<file path="config.mk">
export PLATFORM = sky130hd
export DESIGN_NAME = program_counter_flat
export DESIGN_NICKNAME = d
export VERILOG_FILES = /design/src/rtl/program_counter_if.sv /design/src/rtl/program_counter.sv /design/src/flat_wrapper.sv
export SDC_FILE = /design/constraint.sdc
export NUM_CORES = 1
export LEC_CHECK = 0
export ABC_CLOCK_PERIOD_IN_PS = 1800
export BUFFER_PORTS_ARGS = -buffer_cell sky130_fd_sc_hd__buf_2
export CORE_AREA = 4 4 41 43
export DETAILED_ROUTE_END_ITERATION = 10
export DIE_AREA = 0 0 45 47
export PLACE_DENSITY = 0.59
export SKIP_CTS_REPAIR_TIMING = 1
export SLEW_MARGIN = 30
export SYNTH_ARGS = -nofsm -noshare
export SYNTH_HDL_FRONTEND = slang
export SYNTH_SLANG_ARGS = --single-unit
</file>
<file path="constraint.sdc">
create_clock -name clk -period 1.8 [get_ports clk]
set_clock_uncertainty 0.2 [all_clocks]
set_input_delay 0 -clock clk [delete_from_list [all_inputs] [get_ports clk]]
set_output_delay 0 -clock clk [all_outputs]
set_load 0.005 [all_outputs]
</file>
<file path="src/rtl/program_counter_if.sv">
// Bus bundle for the program counter: branch-load request in, current pc (and optional wrap flag) out.
// Macro PC_WRAP_FLAG_EN adds the wrap signal.
interface program_counter_if #(
    parameter int unsigned WIDTH = 8
);
    logic             load;
    logic [WIDTH-1:0] new_addr;
    logic [WIDTH-1:0] pc;
`ifdef PC_WRAP_FLAG_EN
    logic             wrap;
`endif

`ifdef PC_WRAP_FLAG_EN
    modport master (output load, output new_addr, input pc, input wrap);
    modport slave  (input load, input new_addr, output pc, output wrap);
`else
    modport master (output load, output new_addr, input pc);
    modport slave  (input load, input new_addr, output pc);
`endif
endinterface

</file>
<file path="src/rtl/program_counter.sv">
// Program counter: synchronous reset > load > increment, wrapping modulo 2^WIDTH.
// Macro PC_WRAP_FLAG_EN adds a registered one-cycle wrap flag on the increment from all-ones to zero.
module program_counter #(
    parameter int unsigned      WIDTH        = 8,
    parameter logic [WIDTH-1:0] RESET_VECTOR = '0
) (
    input  logic              clk,
    input  logic              reset,
    program_counter_if.slave  bus
);
    localparam logic [WIDTH-1:0] PC_ALL_ONES = '1;
    localparam logic [WIDTH-1:0] PC_ONE      = WIDTH'(1);

    logic [WIDTH-1:0] r_pc;
    logic [WIDTH-1:0] w_pc_inc;
    logic             w_at_top;

    assign w_pc_inc = r_pc + PC_ONE;
    assign w_at_top = (r_pc == PC_ALL_ONES);

    always_ff @(posedge clk) begin
        if (reset) begin
            r_pc <= RESET_VECTOR;
        end else if (bus.load) begin
            r_pc <= bus.new_addr;
        end else begin
            r_pc <= w_pc_inc;
        end
    end

    assign bus.pc = r_pc;

`ifdef PC_WRAP_FLAG_EN
    logic r_wrap;

    // Flag only the increment edge that leaves all-ones; loads and reset clear it.
    always_ff @(posedge clk) begin
        if (reset) begin
            r_wrap <= 1'b0;
        end else if (bus.load) begin
            r_wrap <= 1'b0;
        end else begin
            r_wrap <= w_at_top;
        end
    end

    assign bus.wrap = r_wrap;
`else
    logic w_unused;
    assign w_unused = w_at_top;
`endif

endmodule

</file>
<file path="src/flat_wrapper.sv">
// flat-port wrapper written by rule: the top's interface ports become plain ports
module program_counter_flat 
#(
    parameter int unsigned      WIDTH        = 8,
    parameter logic [WIDTH-1:0] RESET_VECTOR = '0
)
  (clk, reset, bus_load, bus_new_addr, bus_pc);
  program_counter_if #(.WIDTH(WIDTH)) bus_i ();
  input  logic clk;
  input  logic reset;
  input wire logic [$bits(bus_i.load)-1:0] bus_load;
  input wire logic [$bits(bus_i.new_addr)-1:0] bus_new_addr;
  output wire logic [$bits(bus_i.pc)-1:0] bus_pc;
  assign bus_i.load = bus_load;
  assign bus_i.new_addr = bus_new_addr;
  assign bus_pc = bus_i.pc;
  program_counter #(.WIDTH(WIDTH), .RESET_VECTOR(RESET_VECTOR)) u_core (.clk(clk), .reset(reset), .bus(bus_i));
endmodule
</file>
==> flow_summary.json, run 1 <==
{
  "setup_viol": 0,
  "maxSlewHeadroom_pct": 78.9,
  "hold_viol_final": 0,
  "crit_type": "flip-flop to flip-flop",
  "period_minus_slack_ns": 1.72,
  "h-tree-depth": 1,
  "ys_types": 16,
  "hp-class": "input pin to flip-flop",
  "gr-total-overflow": 0,
  "final_antenna_net_count": 0,
  "start_util_pct": 28.6,
  "vias": 429,
  "gp_congestion": 0.703,
  "end_kind": "flip-flop",
  "clkSlewWorstSetupHoldPaths_ns": 0.05,
  "multi_input_area_um2": 200,
  "wl_per_cell_um": 12.0,
  "worst_pin_slew_ns": 0.317,
  "drt_iter0_markers": 0,
  "clock-sinks": 8,
  "p_leak_nw": 0.275,
  "placementRows": 13,
  "grt_max_degree": 12,
  "synth_area_leaders": "dfxtp_1, nor2_1, a311oi_1",
  "critPathArrivalTime_ns": 1.67,
  "vias_per_cell": 4.77,
  "final-seq-area_um2": 160,
  "status": "completed",
  "largest_reg_flops": 8,
  "drcViolationCount": 0,
  "cts_tree": "built",
  "avgSynthCellArea_um2": 8.45,
  "cts_buffers": 3,
  "die_height_um": 47,
  "num_antenna_cells": 0,
  "synth_fp_nets": 56,
  "core_region_area_um2": 1300,
  "clock-root-buffer": "clkbuf_4",
  "io_buffers": 18,
  "async_flop_share_pct": 0,
  "startpoint_type": "flip-flop",
  "synthFlopType": "dfxtp_1",
  "n_fill_cell": 136,
  "preCtsSetupSlack_ns": 0.176,
  "synth_top_area_share_pct": 43.1,
  "holdWs_ns": 0.0784,
  "grtUsageTotal_pct": 10.6,
  "critPathRequiredTime_ns": 1.75,
  "path_max_fanout": 4,
  "report.power.total_mw": 0.428,
  "worst_slack_ns": 0.0825,
  "clk_path_buf_depth": 2,
  "nNetsFinal": 89,
  "ys_seq_elements": 8,
  "syn_to_final_growth_pct": 65.7,
  "syn_inst": 44,
  "yosysSeqAreaShare_pct": 43.1,
  "synth_common_cells": "dfxtp_1, nor2_1, nand2_1",
  "synthesis.area_um2": 372,
  "antenna_found_initial": 0,
  "max-vdd-ir-drop_uv": 308,
  "die_area_um2": 2120,
  "clock.fmax_mhz": 582,
  "synth_area_leader_cell": "dfxtp_1",
  "drive_gt1_share_pct": 29.3,
  "period_share_pct": 95.4,
  "clk_latency_ns": 0.26,
  "hpwl_um": 653,
  "drv_slew": 0,
  "grt_pass1_wl_um": 1510,
  "die_w_um": 45,
  "rsz0062_at_grt": "false",
  "synth-edff-count": 0,
  "fin_tns_setup_ns": 0,
  "io_pins": 19,
  "ys_warn_count": 0,
  "power.density_nw_per_um2": 695,
  "grt_pass1_vias": 353,
  "drv_cap": 0,
  "firstDrtPassIters": 1,
  "wl_um": 1080
}
[power breakdown]
part	switching (mW)	internal, mW
logic	0.0323	0.0495
registers	0.0138	0.190
clock network	0.0651	0.0766
total	0.111	0.317
[worst paths after layout]
kind                          startpoint  slack, ns  depth (start not counted)                          end
max          u_core.bus.pc[0]$_SDFF_PP0_       0.08                          4  u_core.bus.pc[1]$_SDFF_PP0_
min                             bus_load       0.08                          4  u_core.bus.pc[6]$_SDFF_PP0_
max reg2reg  u_core.bus.pc[0]$_SDFF_PP0_       0.08                          4  u_core.bus.pc[1]$_SDFF_PP0_
min reg2reg  u_core.bus.pc[7]$_SDFF_PP0_       0.31                          2  u_core.bus.pc[7]$_SDFF_PP0_
[cell type report]
class / count / area share [%]
clock buffer: 3 / 3.66
inverter: 1 / 0.610
multi-input combinational: 33 / 32.5
sequential: 8 / 26.0
tap: 15 / 3.05
timing repair buffer: 30 / 34.1
[placed cells by master (no fill, tap or decap)]
cell type | Yosys | routed
a211oi_1 | 2 | 2
a21oi_1 | 2 | 2
a311oi_1 | 3 | 3
buf_2 | 0 | 18
clkbuf_4 | 0 | 3
dfxtp_1 | 8 | 8
dlygate4sd3_1 | 0 | 12
ha_1 | 1 | 1
inv_1 | 1 | 1
mux2i_1 | 1 | 1
nand2_1 | 4 | 4
nand3_1 | 1 | 1
nand3_2 | 1 | 1
nand4_1 | 1 | 1
nor2_1 | 8 | 8
o21ai_0 | 3 | 3
or3_1 | 3 | 3
xor2_1 | 3 | 3
[worst max-delay path: stages, from the launching register on]
cell and delay [ns]:
dfxtp_1 0.40, ha_1 0.26, mux2i_1 0.14, dlygate4sd3_1 0.57, nor2_1 0.04
[kinds of logic after synthesis]
kind of cell	after synthesis	share of synthesized area (%)
compound gates	10	17.8
xor+xnor	3	7.07
fa+ha+maj	1	3.37
buf+inv	3	3.03
flops	8	43.1
mux	1	2.69
simple gates	18	22.9
[metal layers]
| layer | vias to the layer above | track usage, % | share of wire (%) |
|---|---|---|---|
| li1 | 222 | - | - |
| met1 | 184 | 10.8 | 37 |
| met3 | 5 | 7.66 | 11 |
| met2 | 18 | 16.4 | 51 |
| met5 | - | 0 | 0 |
| met4 | 0 | 5.26 | 1.9 |
[per-stage QoR]
stage	instances	util, %	instance area (µm²)
3_5_place_dp	75	36.3	473
4_1_cts	78	38.1	495
6_report	90	47.3	616
2_1_floorplan	44	-	372
3_3_place_gp	75	36.3	473
5_1_grt	90	47.3	616
Note: power is estimated with default switching activity, not from simulation.
==> run 2, diff against run 1 <==
- ABC_AREA: unset -> 1
- CORE_AREA: 4 4 41 43 -> 2 2 39 41
- DIE_AREA: 0 0 45 47 -> 0 0 41 43
- PLACE_DENSITY: 0.59 -> 0.64
==> flow_summary.json, run 2 <==
{
  "status": "completed",
  "clk_latency_ns": 0.25,
  "yosysMostFrequentCell": "nor2_1",
  "syn_to_final_growth_pct": 49.7,
  "nNetsFinal": 112,
  "largest_reg_flops": 8,
  "hold_viol_final": 0,
  "synth_area_leaders": "dfxtp_1, nor2_1, nand2_1",
  "startpoint_type": "flip-flop",
  "placementRows": 14,
  "n_fill_cell": 145,
  "synth_mux_area_share_pct": 0,
  "synth_compound_area_share_pct": 8.99,
  "rsz0062_at_grt": "false",
  "critPathRequiredTime_ns": 1.74,
  "die_w_um": 41,
  "synth_xor_area_share_pct": 3.93,
  "synthFlopType": "dfxtp_1",
  "clk_path_buf_depth": 2,
  "gr-total-overflow": 0,
  "clock-sinks": 8,
  "fin_area_um2": 667,
  "yosysSeqAreaShare_pct": 36.0,
  "worst_pin_slew_ns": 0.372,
  "placed_area_um2": 544,
  "end_kind": "flip-flop",
  "cts_buffers": 3,
  "preCtsSetupSlack_ns": 0.482,
  "vias_per_cell": 4.32,
  "hp-class": "flip-flop to flip-flop",
  "core_region_area_um2": 1380,
  "avgSynthCellArea_um2": 6.55,
  "grtUsageTotal_pct": 12.8,
  "ys_seq_elements": 8,
  "io_buffers": 18,
  "synth-edff-count": 0,
  "stdcell_count": 114,
  "synth_top_area_share_pct": 36.0,
  "die_area_um2": 1760,
  "syn_inst": 68,
  "power.density_nw_per_um2": 646,
  "yosys.area_share.simple_pct": 38.2,
  "critPathArrivalTime_ns": 1.26,
  "drv_cap": 0,
  "die_height_um": 43,
  "final_common_cell": "nor2_1",
  "clkSlewWorstSetupHoldPaths_ns": 0.06,
  "synth_top_family_by_area": "simple AND/OR/NAND/NOR gates",
  "path_max_fanout": 5,
  "start_util_pct": 32.2,
  "clock-root-buffer": "clkbuf_4",
  "vias": 492,
  "crit_type": "flip-flop to flip-flop",
  "wl_per_cell_um": 9.15,
  "grt_pass1_vias": 397,
  "period_minus_slack_ns": 1.32,
  "dp_cells": 101,
  "async_flop_share_pct": 0,
  "final_antenna_net_count": 0,
  "ys_types": 13,
  "ys_warn_count": 0,
  "max-vdd-ir-drop_uv": 255,
  "synthAdderAreaFrac_pct": 2.81,
  "h-tree-depth": 1,
  "drive_gt1_share_pct": 27.6,
  "layout_common_cells": "nor2_1, buf_2, nand2_1, dlygate4sd3_1, inv_1",
  "cts_tree": "built",
  "drt_iter0_markers": 10,
  "wl_um": 1040,
  "worst_slack_ns": 0.479,
  "maxSlewHeadroom_pct": 75.2,
  "fin_tns_setup_ns": 0,
  "setup_viol": 0,
  "grt_pass1_wl_um": 1500,
  "num_antenna_cells": 0,
  "firstDrtPassIters": 4,
  "synth_common_cells": "nor2_1, nand2_1, inv_1",
  "grt_max_degree": 14,
  "drcViolationCount": 0,
  "io_pins": 19,
  "antenna_found_initial": 0,
  "synth_area_leader_cell": "dfxtp_1",
  "p_leak_nw": 0.345,
  "synth_fp_nets": 80,
  "synthesis.area_um2": 445,
  "hpwl_um": 719,
  "drv_slew": 0,
  "gp_congestion": 0.728,
  "period_share_pct": 73.4,
  "clock.fmax_mhz": 757
}
[run 2: final timing paths]
kind	start	end	slack, ns	cells past startpoint
max reg2reg	u_core.bus.pc[0]$_SDFF_PP0_	u_core.bus.pc[6]$_SDFF_PP0_	0.48	6
max	u_core.bus.pc[0]$_SDFF_PP0_	u_core.bus.pc[6]$_SDFF_PP0_	0.48	6
min	u_core.bus.pc[0]$_SDFF_PP0_	u_core.bus.pc[0]$_SDFF_PP0_	0.34	1
min reg2reg	u_core.bus.pc[0]$_SDFF_PP0_	u_core.bus.pc[0]$_SDFF_PP0_	0.34	1
[run 2: logic make-up (layout without fill, tap and decap cells)]
kind of cell	count (synthesis)	in the layout
AND/OR/NAND/NOR	39	39
buffers and inverters	10	40
adder cells (fa/ha/maj)	1	1
flip-flops	8	8
AO/OA/AOI/OAI	8	8
XOR/XNOR	2	2
[run 2: worst max-delay path, cell delays in order (launching register included)]
cell and delay, ns:
dfxtp_1 0.40, ha_1 0.22, nand3_2 0.10, nor2_2 0.11, nor2_1 0.05, nor2_1 0.09, nor2_1 0.04
[run 2: per-stage QoR]
step | hold WS, ns | util [%] | power, mW
2_1_floorplan | -0.0686 | - | 0.249
3_3_place_gp | 0.0241 | 39.3 | 0.278
3_5_place_dp | 0.0543 | 39.3 | 0.279
4_1_cts | -0.209 | 41.0 | 0.422
5_1_grt | 0.359 | 48.2 | 0.461
6_report | 0.338 | 48.2 | 0.431
[run 2: report_power, final]
| part | leakage, nW | switching (mW) | internal, mW |
|---|---|---|---|
| Combinational | 0.264 | 0.0381 | 0.0468 |
| Clock | 0.0138 | 0.0626 | 0.0764 |
| Sequential | 0.0667 | 0.0159 | 0.191 |
| Total | 0.345 | 0.117 | 0.314 |
[run 2: final cells by class]
| type | instances | area (µm²) | share of cell area (%) |
|---|---|---|---|
| tap | 16 | 20.0 | 3.00 |
| timing repair buffer | 28 | 190 | 28.5 |
| sequential | 8 | 160 | 24.0 |
| clock buffer | 3 | 22.5 | 3.38 |
| multi-input combinational | 50 | 240 | 36.0 |
| inverter | 9 | 33.8 | 5.07 |
[run 2: routing by layer]
metal	global-route usage (%)	vias to the layer above	routed length, µm
met1	15.9	208	485
met3	3.14	5	43
met5	0	-	0
li1	-	266	-
met2	17.8	13	484
met4	10.0	0	29
==> run 3, diff against run 2 <==
- ABC_CLOCK_PERIOD_IN_PS: 1800 -> 1140
- PLACE_DENSITY: 0.64 -> 0.67
- clock period: 1.8 -> 1.14 ns (I/O delays scaled with it)
==> flow_summary.json, run 3 (synthesized netlist as in run 2, its figures left out) <==
{
  "status": "finished, violations left",
  "violations": "negative hold slack, negative setup slack",
  "gr-total-overflow": 0,
  "met1_usage_pct": 20.5,
  "setup_viol": 3,
  "critPathLaunch": "u_core.bus.pc[0]$_SDFF_PP0_",
  "drive_gt1_share_pct": 39.0,
  "h-tree-depth": 1,
  "cts_buffers": 3,
  "clock-root-buffer": "clkbuf_4",
  "antenna_found_initial": 0,
  "crit_type": "flip-flop to flip-flop",
  "hp-class": "input pin to flip-flop",
  "die_height_um": 43,
  "die_w_um": 41,
  "path_max_fanout": 4,
  "grt_pass1_wl_um": 1750,
  "hold_viol_final": 3,
  "critPathRequiredTime_ns": 1.09,
  "fin_area_um2": 716,
  "firstDrtPassIters": 4,
  "critPathArrivalTime_ns": 1.15,
  "gp_congestion": 0.850,
  "maxSlewHeadroom_pct": 76.1,
  "hpwl_um": 722,
  "io_buffers": 18,
  "wl_per_cell_um": 8.78,
  "worst_slack_ns": -0.0572,
  "largest_reg_flops": 8,
  "startpoint_type": "flip-flop",
  "clock.fmax_mhz": 835,
  "period_minus_slack_ns": 1.20,
  "start_util_pct": 32.2,
  "end_kind": "flip-flop",
  "busiest_layer": "met1",
  "power.density_nw_per_um2": 996,
  "rsz0062_at_grt": "true",
  "num_antenna_cells": 0,
  "drv_slew": 0,
  "clock-sinks": 8,
  "n_fill_cell": 132,
  "final_antenna_net_count": 0,
  "vias": 490,
  "use_met2_pct": 19.4,
  "clk_path_buf_depth": 2,
  "clkSlewWorstSetupHoldPaths_ns": 0.06,
  "placementRows": 14,
  "syn_to_final_growth_pct": 60.7,
  "p_leak_nw": 0.356,
  "gr-usage-met3_pct": 4.71,
  "min_from": "bus_load",
  "worst_pin_slew_ns": 0.357,
  "layout_common_cells": "nor2_1, buf_2, nand2_1, inv_1, dlygate4sd3_1",
  "grtUsageTotal_pct": 14.7,
  "grt_max_degree": 14,
  "holdWs_ns": -0.189,
  "cts_tree": "built",
  "placed_area_um2": 592,
  "vias_per_cell": 4.22,
  "drt_iter0_markers": 9,
  "grt_pass1_vias": 387,
  "core_region_area_um2": 1380,
  "nNetsFinal": 113,
  "io_pins": 19,
  "wl_um": 1020,
  "drv_cap": 0,
  "max-vdd-ir-drop_uv": 649,
  "period_share_pct": 105,
  "clk_latency_ns": 0.26,
  "die_area_um2": 1760,
  "report.power.total_mw": 0.713,
  "r2r-start": "u_core.bus.pc[0]$_SDFF_PP0_",
  "drcViolationCount": 0
}
==> run 3: cell types whose count changed in the layout (fill, tap and decap cells not counted), sizes merged <==
cell / change
buf: +4
dlygate4sd3: -3
clkbuf: +1
==> run 3: routing by layer <==
layer	part of all wire (%)	vias up
met1	47	203
li1	-	272
met2	46	13
met3	5.1	2
met4	0.98	0
met5	0	-
==> run 3: final cells by class <==
type / count / area [µm²] / area share, %
well taps: 16 / 20.0 / 2.80
flip-flops and latches: 8 / 178 / 24.8
multi-input cells: 50 / 268 / 37.4
inverters: 9 / 33.8 / 4.72
repair buffers: 29 / 190 / 26.6
clock buffers: 4 / 26.3 / 3.67
==> run 3: path summary, 6_finish.rpt <==
kind	depth (start not counted)	to	slack, ns
worst min register to register	2	u_core.bus.pc[0]$_SDFF_PP0_	0.37
worst min-delay path	3	u_core.bus.pc[2]$_SDFF_PP0_	-0.19
worst max register to register	6	u_core.bus.pc[6]$_SDFF_PP0_	-0.06
worst max-delay path	6	u_core.bus.pc[6]$_SDFF_PP0_	-0.06
==> run 3: worst max-delay path: stages, from the launching register on <==
cell     delay [ns]
dfxtp_4        0.37
ha_4           0.16
nand3_4        0.08
nor2_4         0.11
nor2_1         0.04
nor2_1         0.09
nor2_1         0.04
==> run 3: report_power, final <==
part | leakage [nW] | internal, mW | switching, mW
registers | 0.0695 | 0.302 | 0.0269
clock network | 0.0150 | 0.134 | 0.102
logic | 0.271 | 0.0837 | 0.0649
total | 0.356 | 0.520 | 0.193
==> run 3: through the flow <==
| stage | std cells | util (%) | setup WS (ns) | TNS, ns |
|---|---|---|---|---|
| 3_3_place_gp | 105 | 42.8 | -0.0436 | -0.141 |
| 4_1_cts | 109 | 44.7 | -0.0670 | -0.224 |
| 3_5_place_dp | 105 | 42.8 | -0.0558 | -0.148 |
| 5_1_grt | 116 | 51.7 | -0.118 | -0.450 |
| 2_1_floorplan | 68 | - | -0.0135 | -0.0135 |
| 6_report | 116 | 51.7 | -0.0572 | -0.122 |
